### config.mk
export PLATFORM = sky130hd
export DESIGN_NAME = rv32i_writeback_flat
export DESIGN_NICKNAME = d
export VERILOG_FILES = /design/src/rtl/rv32i_writeback_if.sv /design/src/rtl/rv32i_writeback.sv /design/src/flat_wrapper.sv
export SDC_FILE = /design/constraint.sdc
export NUM_CORES = 1
export LEC_CHECK = 0
export ABC_CLOCK_PERIOD_IN_PS = 2900
export BUFFER_PORTS_ARGS = -buffer_cell sky130_fd_sc_hd__buf_2
export CAP_MARGIN = 20
export CORE_MARGIN = 2
export CORE_UTILIZATION = 25
export CTS_CLUSTER_DIAMETER = 120
export DETAILED_ROUTE_END_ITERATION = 10
export GPL_TIMING_DRIVEN = 0
export PLACE_DENSITY = 0.51
export SYNTH_ARGS = -nofsm -noshare
export SYNTH_HDL_FRONTEND = slang
export SYNTH_SLANG_ARGS = --single-unit
### constraint.sdc
create_clock -name clk -period 2.9 [get_ports clk]
set_input_delay 0.145 -clock clk [delete_from_list [all_inputs] [get_ports clk]]
set_output_delay 0.145 -clock clk [all_outputs]
set_load 0.005 [all_outputs]
### src/rtl/rv32i_writeback_if.sv
// +--------------------------------------------------------------------------+
// | rv32i_writeback_if                                                       |
// | Bundle of the writeback stage's instruction handshake, memory read       |
// | response and register-file write signals.                                |
// |   master : instruction source / memory side (drives in_*, mem_*)         |
// |   slave  : writeback stage (drives in_ready, rf_*, misalign, load_fault,  |
// |            retire_count)                                                 |
// | Revision: 1.0 - initial release                                          |
// +--------------------------------------------------------------------------+
`default_nettype none

interface rv32i_writeback_if;
  logic        in_valid;
  logic        in_ready;
  logic [2:0]  wb_sel;
  logic [2:0]  funct3;
  logic [4:0]  rd;
  logic [31:0] alu_result;
  logic [31:0] pc;
  logic        mem_rvalid;
  logic [31:0] mem_rdata;
  logic        rf_we;
  logic [4:0]  rf_rd;
  logic [31:0] rf_wdata;
  logic        misalign;
  logic        load_fault;
  logic [31:0] retire_count;

  modport master (
    output in_valid, wb_sel, funct3, rd, alu_result, pc, mem_rvalid, mem_rdata,
    input  in_ready, rf_we, rf_rd, rf_wdata, misalign, load_fault, retire_count
  );

  modport slave (
    input  in_valid, wb_sel, funct3, rd, alu_result, pc, mem_rvalid, mem_rdata,
    output in_ready, rf_we, rf_rd, rf_wdata, misalign, load_fault, retire_count
  );
endinterface

`default_nettype wire

### src/rtl/rv32i_writeback.sv
// +--------------------------------------------------------------------------+
// | rv32i_writeback                                                          |
// | RV32I writeback stage: selects ALU result, pc+4 or extracted load data   |
// | and issues one register-file write per instruction; counts retirements. |
// | Ports:                                                                   |
// |   clk, rst  : clock, asynchronous active-high reset                      |
// |   bus       : rv32i_writeback_if.slave (instruction in, memory response, |
// |               register-file write, misalign/load_fault, retire_count)    |
// | Parameters: TIMEOUT_CYCLES - load-response watchdog limit                |
// | Optional feature macro: WB_TIMEOUT_EN enables the load watchdog.         |
// | Revision: 1.0 - initial release                                          |
// +--------------------------------------------------------------------------+
`default_nettype none

module rv32i_writeback #(
  parameter int unsigned TIMEOUT_CYCLES = 255
) (
  input  logic             clk,
  input  logic             rst,
  rv32i_writeback_if.slave bus
);

  localparam logic [0:0] ST_IDLE      = 1'b0;
  localparam logic [0:0] ST_LOAD_WAIT = 1'b1;

  localparam logic [2:0] SEL_IARITH = 3'b001;
  localparam logic [2:0] SEL_RTYPE  = 3'b010;
  localparam logic [2:0] SEL_PCREL  = 3'b011;
  localparam logic [2:0] SEL_JAL    = 3'b100;
  localparam logic [2:0] SEL_JALR   = 3'b101;
  localparam logic [2:0] SEL_LOAD   = 3'b110;

  localparam logic [2:0] F3_LB  = 3'b000;
  localparam logic [2:0] F3_LH  = 3'b001;
  localparam logic [2:0] F3_LW  = 3'b010;
  localparam logic [2:0] F3_LBU = 3'b100;
  localparam logic [2:0] F3_LHU = 3'b101;

  logic [0:0]  state_q, state_d;
  logic        rf_we_q, rf_we_d;
  logic [4:0]  rf_rd_q, rf_rd_d;
  logic [31:0] rf_wdata_q, rf_wdata_d;
  logic        misalign_q, misalign_d;
  logic [31:0] retire_q, retire_d;
  logic [4:0]  rd_q, rd_d;
  logic [2:0]  funct3_q, funct3_d;
  logic [1:0]  off_q, off_d;

  logic        accept;
  logic        load_bad;
  logic        wd_expire;
  logic [7:0]  byte_sel;
  logic [15:0] half_sel;
  logic [31:0] load_data;

  assign accept       = bus.in_valid && (state_q == ST_IDLE);
  assign bus.in_ready = (state_q == ST_IDLE);

  // Alignment / legality of a load, judged on the presented instruction.
  always_comb begin
    load_bad = 1'b0;
    case (bus.funct3)
      F3_LB, F3_LBU: load_bad = 1'b0;
      F3_LH, F3_LHU: load_bad = bus.alu_result[0];
      F3_LW:         load_bad = |bus.alu_result[1:0];
      default:       load_bad = 1'b1;
    endcase
  end

  // Extraction uses the captured width/offset; only legal codes reach here.
  always_comb begin
    case (off_q)
      2'd0:    byte_sel = bus.mem_rdata[7:0];
      2'd1:    byte_sel = bus.mem_rdata[15:8];
      2'd2:    byte_sel = bus.mem_rdata[23:16];
      default: byte_sel = bus.mem_rdata[31:24];
    endcase
    half_sel = off_q[1] ? bus.mem_rdata[31:16] : bus.mem_rdata[15:0];
    case (funct3_q)
      F3_LB:   load_data = {{24{byte_sel[7]}}, byte_sel};
      F3_LBU:  load_data = {24'h000000, byte_sel};
      F3_LH:   load_data = {{16{half_sel[15]}}, half_sel};
      F3_LHU:  load_data = {16'h0000, half_sel};
      default: load_data = bus.mem_rdata;
    endcase
  end

`ifdef WB_TIMEOUT_EN
  // Counter runs 0 .. TIMEOUT_CYCLES-1 across the wait cycles; the cycle in
  // which it sits at the last value without a response is the expiry cycle.
  localparam int unsigned WD_W = (TIMEOUT_CYCLES > 1) ? $clog2(TIMEOUT_CYCLES) : 1;
  localparam logic [WD_W-1:0] WD_LAST = WD_W'(TIMEOUT_CYCLES - 1);

  logic [WD_W-1:0] wd_q, wd_d;
  logic            load_fault_q;

  assign wd_expire = (state_q == ST_LOAD_WAIT) && !bus.mem_rvalid && (wd_q == WD_LAST);

  always_comb begin
    wd_d = wd_q;
    if (state_q == ST_IDLE) begin
      wd_d = '0;
    end else if (!bus.mem_rvalid) begin
      wd_d = wd_q + 1'b1;
    end
  end

  always_ff @(posedge clk or posedge rst) begin
    if (rst) begin
      wd_q         <= '0;
      load_fault_q <= 1'b0;
    end else begin
      wd_q         <= wd_d;
      load_fault_q <= wd_expire;
    end
  end

  assign bus.load_fault = load_fault_q;
`else
  logic [31:0] unused_timeout;

  assign unused_timeout = TIMEOUT_CYCLES;
  assign wd_expire      = 1'b0;
  assign bus.load_fault = 1'b0;
`endif

  // State register and registered outputs.
  always_ff @(posedge clk or posedge rst) begin
    if (rst) begin
      state_q    <= ST_IDLE;
      rf_we_q    <= 1'b0;
      rf_rd_q    <= 5'd0;
      rf_wdata_q <= 32'd0;
      misalign_q <= 1'b0;
      retire_q   <= 32'd0;
      rd_q       <= 5'd0;
      funct3_q   <= 3'd0;
      off_q      <= 2'd0;
    end else begin
      state_q    <= state_d;
      rf_we_q    <= rf_we_d;
      rf_rd_q    <= rf_rd_d;
      rf_wdata_q <= rf_wdata_d;
      misalign_q <= misalign_d;
      retire_q   <= retire_d;
      rd_q       <= rd_d;
      funct3_q   <= funct3_d;
      off_q      <= off_d;
    end
  end

  // Next-state logic.
  always_comb begin
    state_d = state_q;
    case (state_q)
      ST_IDLE: begin
        if (accept && (bus.wb_sel == SEL_LOAD) && !load_bad) begin
          state_d = ST_LOAD_WAIT;
        end
      end
      default: begin
        if (bus.mem_rvalid || wd_expire) begin
          state_d = ST_IDLE;
        end
      end
    endcase
  end

  // Output / datapath logic. rd=0 still updates rf_rd/rf_wdata but not rf_we.
  always_comb begin
    rf_we_d    = 1'b0;
    rf_rd_d    = rf_rd_q;
    rf_wdata_d = rf_wdata_q;
    misalign_d = 1'b0;
    retire_d   = retire_q;
    rd_d       = rd_q;
    funct3_d   = funct3_q;
    off_d      = off_q;
    case (state_q)
      ST_IDLE: begin
        if (accept) begin
          case (bus.wb_sel)
            SEL_IARITH, SEL_RTYPE, SEL_PCREL: begin
              rf_we_d    = |bus.rd;
              rf_rd_d    = bus.rd;
              rf_wdata_d = bus.alu_result;
              retire_d   = retire_q + 32'd1;
            end
            SEL_JAL, SEL_JALR: begin
              rf_we_d    = |bus.rd;
              rf_rd_d    = bus.rd;
              rf_wdata_d = bus.pc + 32'd4;
              retire_d   = retire_q + 32'd1;
            end
            SEL_LOAD: begin
              if (load_bad) begin
                misalign_d = 1'b1;
              end else begin
                rd_d     = bus.rd;
                funct3_d = bus.funct3;
                off_d    = bus.alu_result[1:0];
              end
            end
            default: retire_d = retire_q + 32'd1;
          endcase
        end
      end
      default: begin
        if (bus.mem_rvalid) begin
          rf_we_d    = |rd_q;
          rf_rd_d    = rd_q;
          rf_wdata_d = load_data;
          retire_d   = retire_q + 32'd1;
        end
      end
    endcase
  end

  assign bus.rf_we        = rf_we_q;
  assign bus.rf_rd        = rf_rd_q;
  assign bus.rf_wdata     = rf_wdata_q;
  assign bus.misalign     = misalign_q;
  assign bus.retire_count = retire_q;

endmodule

`default_nettype wire

### src/flat_wrapper.sv
// flat-port wrapper written by rule: the top's interface ports become plain ports
module rv32i_writeback_flat 
#(
  parameter int unsigned TIMEOUT_CYCLES = 255
)
  (clk, rst, bus_in_valid, bus_wb_sel, bus_funct3, bus_rd, bus_alu_result, bus_pc, bus_mem_rvalid, bus_mem_rdata, bus_in_ready, bus_rf_we, bus_rf_rd, bus_rf_wdata, bus_misalign, bus_load_fault, bus_retire_count);
  rv32i_writeback_if bus_i ();
  input  logic clk;
  input  logic rst;
  input wire logic [$bits(bus_i.in_valid)-1:0] bus_in_valid;
  input wire logic [$bits(bus_i.wb_sel)-1:0] bus_wb_sel;
  input wire logic [$bits(bus_i.funct3)-1:0] bus_funct3;
  input wire logic [$bits(bus_i.rd)-1:0] bus_rd;
  input wire logic [$bits(bus_i.alu_result)-1:0] bus_alu_result;
  input wire logic [$bits(bus_i.pc)-1:0] bus_pc;
  input wire logic [$bits(bus_i.mem_rvalid)-1:0] bus_mem_rvalid;
  input wire logic [$bits(bus_i.mem_rdata)-1:0] bus_mem_rdata;
  output wire logic [$bits(bus_i.in_ready)-1:0] bus_in_ready;
  output wire logic [$bits(bus_i.rf_we)-1:0] bus_rf_we;
  output wire logic [$bits(bus_i.rf_rd)-1:0] bus_rf_rd;
  output wire logic [$bits(bus_i.rf_wdata)-1:0] bus_rf_wdata;
  output wire logic [$bits(bus_i.misalign)-1:0] bus_misalign;
  output wire logic [$bits(bus_i.load_fault)-1:0] bus_load_fault;
  output wire logic [$bits(bus_i.retire_count)-1:0] bus_retire_count;
  assign bus_i.in_valid = bus_in_valid;
  assign bus_i.wb_sel = bus_wb_sel;
  assign bus_i.funct3 = bus_funct3;
  assign bus_i.rd = bus_rd;
  assign bus_i.alu_result = bus_alu_result;
  assign bus_i.pc = bus_pc;
  assign bus_i.mem_rvalid = bus_mem_rvalid;
  assign bus_i.mem_rdata = bus_mem_rdata;
  assign bus_in_ready = bus_i.in_ready;
  assign bus_rf_we = bus_i.rf_we;
  assign bus_rf_rd = bus_i.rf_rd;
  assign bus_rf_wdata = bus_i.rf_wdata;
  assign bus_misalign = bus_i.misalign;
  assign bus_load_fault = bus_i.load_fault;
  assign bus_retire_count = bus_i.retire_count;
  rv32i_writeback #(.TIMEOUT_CYCLES(TIMEOUT_CYCLES)) u_core (.clk(clk), .rst(rst), .bus(bus_i));
endmodule
* Word-level counts from Yosys, hierarchy flattened *
Cells that the tools add are included.

word-level totals
  output and inout port bits = 73
  logic and storage cells = 79
  input bits = 111
  flip-flop bits (word level) = 82

cells by class
  bitwise gates (word level) = 2
  reduce and logical (&&, ||, !) cells = 22
  muxes and demuxes = 27
  equality and inequality tests = 17
  $add $sub $neg = 2

operators by type and width
  operator                                                          number
  32-bit 2-to-1 mux                                                 7
  32-bit one-hot mux with 4 select lines                            1
  32-bit one-hot mux with 2 select lines                            1
  32-bit by 1-bit adder with 32-bit output (second input constant)  1
  32-bit by 3-bit adder with 32-bit output (second input constant)  1
  8-bit one-hot mux with 3 select lines                             1
  3-bit == test (second input constant)                             7
  5-bit 2-to-1 mux                                                  4
  16-bit 2-to-1 mux                                                 1
  5-bit OR reduction                                                3
  1-bit 2-to-1 mux                                                  11
  3-bit by 1-bit == test with 1-bit output (second input constant)  3
  3-bit by 2-bit == test with 1-bit output (second input constant)  3
  3-bit AND reduction                                               3
  2-bit OR reduction                                                4
  3-bit logical NOT                                                 2
  4-bit AND reduction                                               1
  2-bit nonzero test                                                2
  1-bit logical AND                                                 3
  1-bit one-hot mux with 3 select lines                             1
  3-bit nonzero test                                                1
  3-bit OR reduction                                                1
  2-bit by 1-bit == test with 1-bit output (second input constant)  1
  2-bit == test (second input constant)                             1
  5 further kinds                                                   6

* Depth between registers and ports, before layout *
Gate-level depths: netlist of run 1.

  depth after elaboration = 7
  depth in mapped cells = 8
  depth with buffers taken out = 6

* Worst setup path before layout of run 1 *
Ideal clock, no wire load.

  kind = flip-flop to flip-flop
  start point = register u_core.state_q
  end point = register u_core.rf_wdata_q[17] (netlist: u_core.bus.rf_wdata[17])
  cell stages (with the launch flop) = 8
  buffers on the path = 3
  path slack = 1.055 ns
  arrival = 1.701 ns
  required time = 2.757 ns
  library setup time = 0.143 ns
  clock period less this slack = 1.845 ns
  cells stage by stage = dfrtp_1 > clkbuf_1 > nand2b_4 > or3_1 > clkbuf_1 > buf_2 > o32ai_1 > a211oi_1

on the way
  longest elaborated chain between the ends = 4
  elaborated cells between the ends (all ways) = 7
  classes of those cells = eq/ne: 1; mux: 1; bitwise: 1; reduce/logical: 4

ends and longest elaborated chain
  item                                  line                    source
  start, declared                       rv32i_writeback.sv:39   logic [0:0] state_q, state_d;
  start signal, assigned                rv32i_writeback.sv:140  state_q <= state_d;
  1-bit NOT (no source line)            -
  1-bit logical AND                     rv32i_writeback.sv:56   assign accept = bus.in_valid && (state_q == ST_IDLE);
  2-bit nonzero test (no source line)   -
  3-bit AND reduction (no source line)  -
  end signal, assigned                  rv32i_writeback.sv:143  rf_wdata_q <= rf_wdata_d;
  end, declared                         rv32i_writeback.sv:42   logic [31:0] rf_wdata_q, rf_wdata_d;

Parallel ways exist; a longest one is shown, timed or not.
A chain may end at the register's enable or synchronous reset.

* Final worst setup path of run 1 *
  start point = register u_core.state_q
  end point = register u_core.rf_wdata_q[22] (netlist: u_core.bus.rf_wdata[22])

The elaborated chain is that of the path after synthesis.

==> results.md, run 1 <==
- Hold Crit Class: input pin to flip-flop
- Total power: about 3.8 mW
- Synth Cell Area: approximately 0.0052 mm²
- Combinational Power Share: 30.3%
- Setup TNS: 0 ns
- YS warnings: 0
- Post-synth cell types: 63
- Max Fanout on Critical Path: 10
- DR iter-0 viols: 390
- Internal power: about 2.5 mW
- R2r startpoint: u_core.state_q
- R2R Path End: u_core.bus.rf_wdata[22]
- Vias in the first global route: between 5000 and 6000
- Peak Freq: 404 MHz
- # Post-CTS Setup Buffers: 0
- Tightest Pin Transition: approximately 0.89 ns
- Top cells by area, synth: dfrtp_1 (39%), xnor2_1 (5.5%), nand2_1 (4.0%)
- Commonest non-fill, non-tap cell in the layout: buf_2
- CTS tree: built
- Worst clock skew: 0.00593 ns
- Pleak: 3.07 nW
- Crit start category: flip-flop
- Total gr overflow: 0
- Skew-Pair Late Insertion Delay: 0.34 ns
- Sw power: around 1.3 mW
- Clock Tree Buf Depth: 2
- Placed cells: between 1000 and 1500
- Crit path kind: flip-flop to flip-flop
- Power density over cell area: about 550 mW/mm²
- Area grow syn2layout: 30.1%
- Finished Core Util: between 30% and 40%
- Placed Area: 0.00652 mm²
- Final Cell Area: ~0.0068 mm²
- Status: complete, no violations
- Final WS setup: about 0.42 ns
- Clock network power share: between 20% and 30%
- Syn nets: about 700
- Final Max Slew Viols: 0
- Die area: 0.0222 mm²
- Worst Path Arrival: 2.73 ns
- Chip width: roughly 150 µm
- Unrepaired setup endpoints after global routing: no
- Routed Antenna Nets: 0
- Share of flip-flops with an asynchronous set or reset: 100%
- Clock slew at reported path FFs: roughly 0.06 ns
- Period utilization: 85.5%
- Largest net degree at the start of global routing: a little over 50
- Initial Util: between 20% and 30%
- Leading cell types in the layout, fill and taps excluded: buf_2 (186), dfrtp_1 (82), nand2_1 (56), a21oi_1 (36), nor2_1 (34)
- CP startpoint: u_core.state_q
- Worst Setup EP: u_core.bus.rf_wdata[22]
- Top_reg_cell synth: dfrtp_1
- Syn_area_per_cell: 8.98 µm²
- Worst Path Required: around 3.2 ns
- Ports: about 180
- Sw Ratio: about a third
- Flop pwr share: roughly 40%
- Maximum VDD drop: roughly 0.27 mV
- CTS sink count: about 80
- Element type at the critical path end: flip-flop
- Die height: roughly 150 µm
- Leading area contributor after synthesis: dfrtp_1
- IO buf count: between 150 and 200
- Rel. slew slack: 40.4%
- Yosys reg bits: 82
- Via count: between 5000 and 6000
- Via density per instance: approximately 5.2
- Core box area: 0.0204 mm²
- Max_cap viols: 0
- Fin nets: roughly 900
- Final Hold Violating Endpoints: 0
- Reg2Reg Depth: 6
- Register area share after synthesis: about two fifths
- Post-synth EDFFs: 0
- Post-Syn Instances: a little under 600
- Fin cells: 1053
- Tot GR Track Use: about 18%
- Final WL: 20300 µm
- Reg-to-reg slack, setup: between 0.4 and 0.5 ns
- Wire per inst: ~19 µm
- Floorplan row count: 52
- CTS Root Cell: clkbuf_16
- Final Setup Violations: 0
- Minimum clock period: ~2.5 ns
- Fraction of layout cells with a size suffix above 1: between 20% and 30%
- TritonRoute pass-1 iters: 6
- Gpl congestion: 0.914
- First-pass GRT wire length: a little over 30000 µm
- Post-synth top area share: roughly two fifths
- Min Hold Slack: 0.0170 ns
- Num CTS Buffers: 9
- Initial antenna violation count: 3
- DP Worst Slack: roughly 0.42 ns
- H-tree depth: 3
- DP Wirelength: approximately 16000 µm
- DRC viols: 0
how the worst min path moves through the flow:
stage                     cells past startpoint      startpoint  slack, ns                     endpoint
final                                         2  bus_mem_rvalid       0.02               u_core.state_q
after global routing                          2  bus_mem_rvalid       0.03               u_core.state_q
after CTS                                     2  bus_mem_rvalid     0.0006               u_core.state_q
after detailed placement                      2             rst       0.21  u_core.bus.retire_count[31]
after global placement                        2  bus_mem_rvalid       0.36               u_core.state_q
after floorplan                               1  bus_mem_rvalid       0.24               u_core.state_q
synth_stat cells (3+ instances only):
master / number
a21oi_1: 36
clkbuf_1: 27
buf_2: 5
nor4_1: 8
a211o_1: 6
o211ai_1: 8
nor3b_1: 3
mux2_2: 14
a221o_1: 3
a2bb2oi_1: 6
a22o_1: 8
or3_1: 10
nand4_1: 21
o21ai_0: 33
and2_1: 7
mux2i_1: 10
buf_4: 3
nor2b_1: 7
and4_1: 5
nand2_1: 56
xnor2_1: 33
nor3_1: 14
a211oi_1: 12
nor2_1: 34
inv_1: 15
a31oi_1: 6
nand3_1: 26
nand2b_1: 3
o32ai_1: 7
o311ai_0: 3
o221ai_1: 5
dfrtp_1: 82
a22oi_1: 3
and3_1: 11
xor2_1: 17
power by group through the flow:
stage          Combinational [mW]  Clock (mW)  Sequential [mW]
6_report                     1.14        1.12             1.51
5_1_grt                      1.26        1.21             1.53
4_1_cts                      1.14        1.16             1.51
3_5_place_dp                 1.13           0             1.52
3_3_place_gp                 1.12           0             1.52
2_1_floorplan               0.625           0             1.50
critical path, stage by stage (launching register included):
cell	delay [ns]
dfrtp_1	0.35
clkbuf_1	0.22
nand2b_4	0.22
o31ai_2	0.78
buf_2	0.39
o311ai_0	0.21
o21ai_0	0.22
area by class of cell:
| type | instances | area, µm² |
|---|---|---|
| Fill cell | 2235 | 13600 |
| Multi-Input combinational cell | 451 | 2990 |
| Sequential cell | 82 | 2050 |
| Timing Repair Buffer | 183 | 943 |
| Tap cell | 270 | 338 |
| Clock buffer | 13 | 280 |
| Buffer | 35 | 149 |
| Inverter | 16 | 62.6 |
| Clock inverter | 2 | 10.0 |
| Antenna cell | 1 | 2.50 |
flip-flops by register name, summed over array words and instances, names as in the netlist, 2 cells and up:
| register | flops |
|---|---|
| u_core.funct3_q | 3 |
| u_core.bus.retire_count | 32 |
| u_core.bus.rf_wdata | 32 |
| u_core.rd_q | 5 |
| u_core.bus.rf_rd | 5 |
| u_core.off_q | 2 |
routing by layer:
layer / part of all wire [%] / routed length, µm / vias to the layer above / GRT usage, %
met5: 0.10 / 21 / - / 0
met4: 1.0 / 213 / 4 / 3.90
met3: 7.7 / 1570 / 18 / 4.31
met2: 45 / 9070 / 240 / 28.8
met1: 46 / 9420 / 2634 / 26.1
li1: - / - / 2552 / -
timing repair:
item                      4_1_cts  5_1_grt
hold endpoints to repair       32        0
hold buffers                    1        0
gates resized for setup         0        0
cells by family after synthesis:
family          share of synthesized area, %
compound gates                          20.2
other cells                           0.0715
fa+ha+maj                              0.477
buf+inv                                 3.98
flops                                   39.1
simple gates                            22.5
xor+xnor                                8.35
mux                                     5.34
Note: power is estimated with default switching activity, not from simulation.
==> run 2, diff against run 1 <==
CORE_UTILIZATION = 45   (was 25)
PLACE_DENSITY = 0.78   (was 0.51)
==> results.md, run 2 (synthesized netlist as in run 1, its figures left out) <==
- Power density over cell area: 579 mW/mm² (was 552 mW/mm²)
- Vias in the first global route: 5409 (was 5309)
- R2R Path End: u_core.bus.rf_wdata[9] (was u_core.bus.rf_wdata[22])
- DR iter-0 viols: 643 (was 390)
- Skew-Pair Late Insertion Delay: 0.34 ns (about the same)
- Element type at the critical path end: flip-flop (unchanged)
- DRC viols: 0 (unchanged)
- DP Wirelength: 14200 µm (was 16100 µm)
- Reg-to-reg slack, setup: 0.44 ns (was 0.42 ns)
- Die area: 0.0125 mm² (was 0.0222 mm²)
- Fin nets: 891 (unchanged)
- Commonest non-fill, non-tap cell in the layout: buf_2 (unchanged)
- Ports: 184 (unchanged)
- Crit path kind: flip-flop to flip-flop (unchanged)
- Fill count: 1051 (was 2235)
- Peak Freq: 406 MHz (was 404 MHz)
- Final WS setup: 0.439 ns (was 0.422 ns)
- Initial Util: 45.9% (was 25.7%)
- Setup TNS: 0 ns (unchanged)
- ANT cells: 0 (was 1)
- Placed cells: 909 (was 1036)
- First-pass GRT wire length: 28400 µm (was 31000 µm)
- TritonRoute pass-1 iters: 5 (was 6)
- Worst Setup EP: u_core.bus.rf_wdata[9] (was u_core.bus.rf_wdata[22])
- Via count: 5594 (was 5448)
- Total power: 3.88 mW (was 3.76 mW)
- CTS tree: built (unchanged)
- Crit start category: flip-flop (unchanged)
- Unrepaired setup endpoints after global routing: no (unchanged)
- # Post-CTS Setup Buffers: 0 (unchanged)
- Rel. slew slack: 43.4% (was 40.4%)
- Via density per instance: 6.04 (was 5.17)
- CTS Root Cell: clkbuf_16 (unchanged)
- Reg2Reg Depth: 7 (was 6)
- Hold Crit Class: input pin to flip-flop (unchanged)
- Final Max Slew Viols: 0 (unchanged)
- Initial antenna violation count: 0 (was 3)
- Fin cells: 926 (was 1053)
- Final Setup Violations: 0 (unchanged)
- Routed Antenna Nets: 0 (unchanged)
- Clock Tree Buf Depth: 2 (unchanged)
- Clock slew at reported path FFs: 0.06 ns (about the same)
- DP Worst Slack: 0.498 ns (was 0.416 ns)
- Final Cell Area: 0.00669 mm² (was 0.00682 mm²)
- Period utilization: 84.9% (was 85.5%)
- Die height: 112 µm (was 149 µm)
- R2r startpoint: u_core.state_q (unchanged)
- CTS sink count: 82 (unchanged)
- Pleak: 3.08 nW (was 3.07 nW)
- Largest net degree at the start of global routing: 53 (was 51)
- Min Hold Slack: 0.0133 ns (was 0.0170 ns)
- Chip width: 112 µm (was 149 µm)
- Tot GR Track Use: 28.8% (was 18.5%)
- Final WL: 18300 µm (was 20300 µm)
- Maximum VDD drop: 0.361 mV (was 0.271 mV)
- Floorplan row count: 39 (was 52)
- Core box area: 0.0114 mm² (was 0.0204 mm²)
- Area grow syn2layout: 27.5% (was 30.1%)
- Fraction of layout cells with a size suffix above 1: 29.8% (about the same)
- Tightest Pin Transition: 0.844 ns (was 0.889 ns)
- IO buf count: 181 (unchanged)
- Max_cap viols: 0 (unchanged)
- Minimum clock period: 2.46 ns (was 2.48 ns)
- Wire per inst: 19.7 µm (was 19.3 µm)
- Area occupied by multi-input gates: 0.00299 mm² (unchanged)
- Register area: 0.00205 mm² (unchanged)
- Placed Area: 0.00636 mm² (was 0.00652 mm²)
- Final Hold Violating Endpoints: 0 (unchanged)
- Finished Core Util: 58.6% (was 33.4%)
- Max Fanout on Critical Path: 10 (unchanged)
- Total gr overflow: 0 (unchanged)
- Worst clock skew: 0.00928 ns (was 0.00593 ns)
- Worst Path Required: 3.17 ns (was 3.15 ns)
- Num CTS Buffers: 9 (unchanged)
- Worst Path Arrival: 2.74 ns (was 2.73 ns)
- Status: complete, no violations (unchanged)
- Gpl congestion: 0.940 (was 0.914)
- H-tree depth: 3 (unchanged)
- CP startpoint: u_core.state_q (unchanged)
- Leading cell types in the layout, fill and taps excluded: buf_2 (186), dfrtp_1 (82), nand2_1 (56), a21oi_1 (36), nor2_1 (34) (unchanged)
- Min-delay src: bus_mem_rvalid (unchanged)
[run 2: layer usage]
metal	global-route usage [%]	up-vias	share of wire, %
met5	0	-	0
met4	13.0	0	3.6
met3	4.63	49	8.7
met2	47.3	324	46
met1	37.7	2659	42
li1	-	2562	-
[run 2: worst min path at each step]
stage	endpoint	slack, ns	cells after the start
after CTS	u_core.state_q	0.008	2
after floorplan	u_core.state_q	0.24	1
after detailed placement	u_core.bus.retire_count[5]	0.17	2
final	u_core.state_q	0.01	2
after global placement	u_core.state_q	0.36	2
after global routing	u_core.state_q	0.02	2
[run 2: layout make-up]
class | count | share of cell area (%)
multi-input combinational | 451 | 44.6
sequential | 82 | 30.7
timing repair buffer | 183 | 14.1
clock buffer | 10 | 3.42
tap | 143 | 2.67
buffer | 35 | 2.23
clock inverter | 6 | 1.35
inverter | 16 | 0.935
[run 2: worst max-delay path, cell delays in order, from the launching register on]
cell and delay (ns):
dfrtp_1 0.36, clkbuf_1 0.25, nand2b_4 0.25, nor3_1 0.39, clkbuf_1 0.48, o21ai_0 0.16, a21oi_1 0.34, or3_1 0.16
[run 2: where the power goes]
part,internal (mW),switching [mW]
Sequential,1.33,0.175
Clock,0.758,0.477
Combinational,0.493,0.638
[run 2: timing repair]
| item | 4_1_cts | 5_1_grt |
|---|---|---|
| hold buffers | 1 | 0 |
| endpoints found under the hold margin | 30 | 0 |
| resized for setup | 0 | 0 |
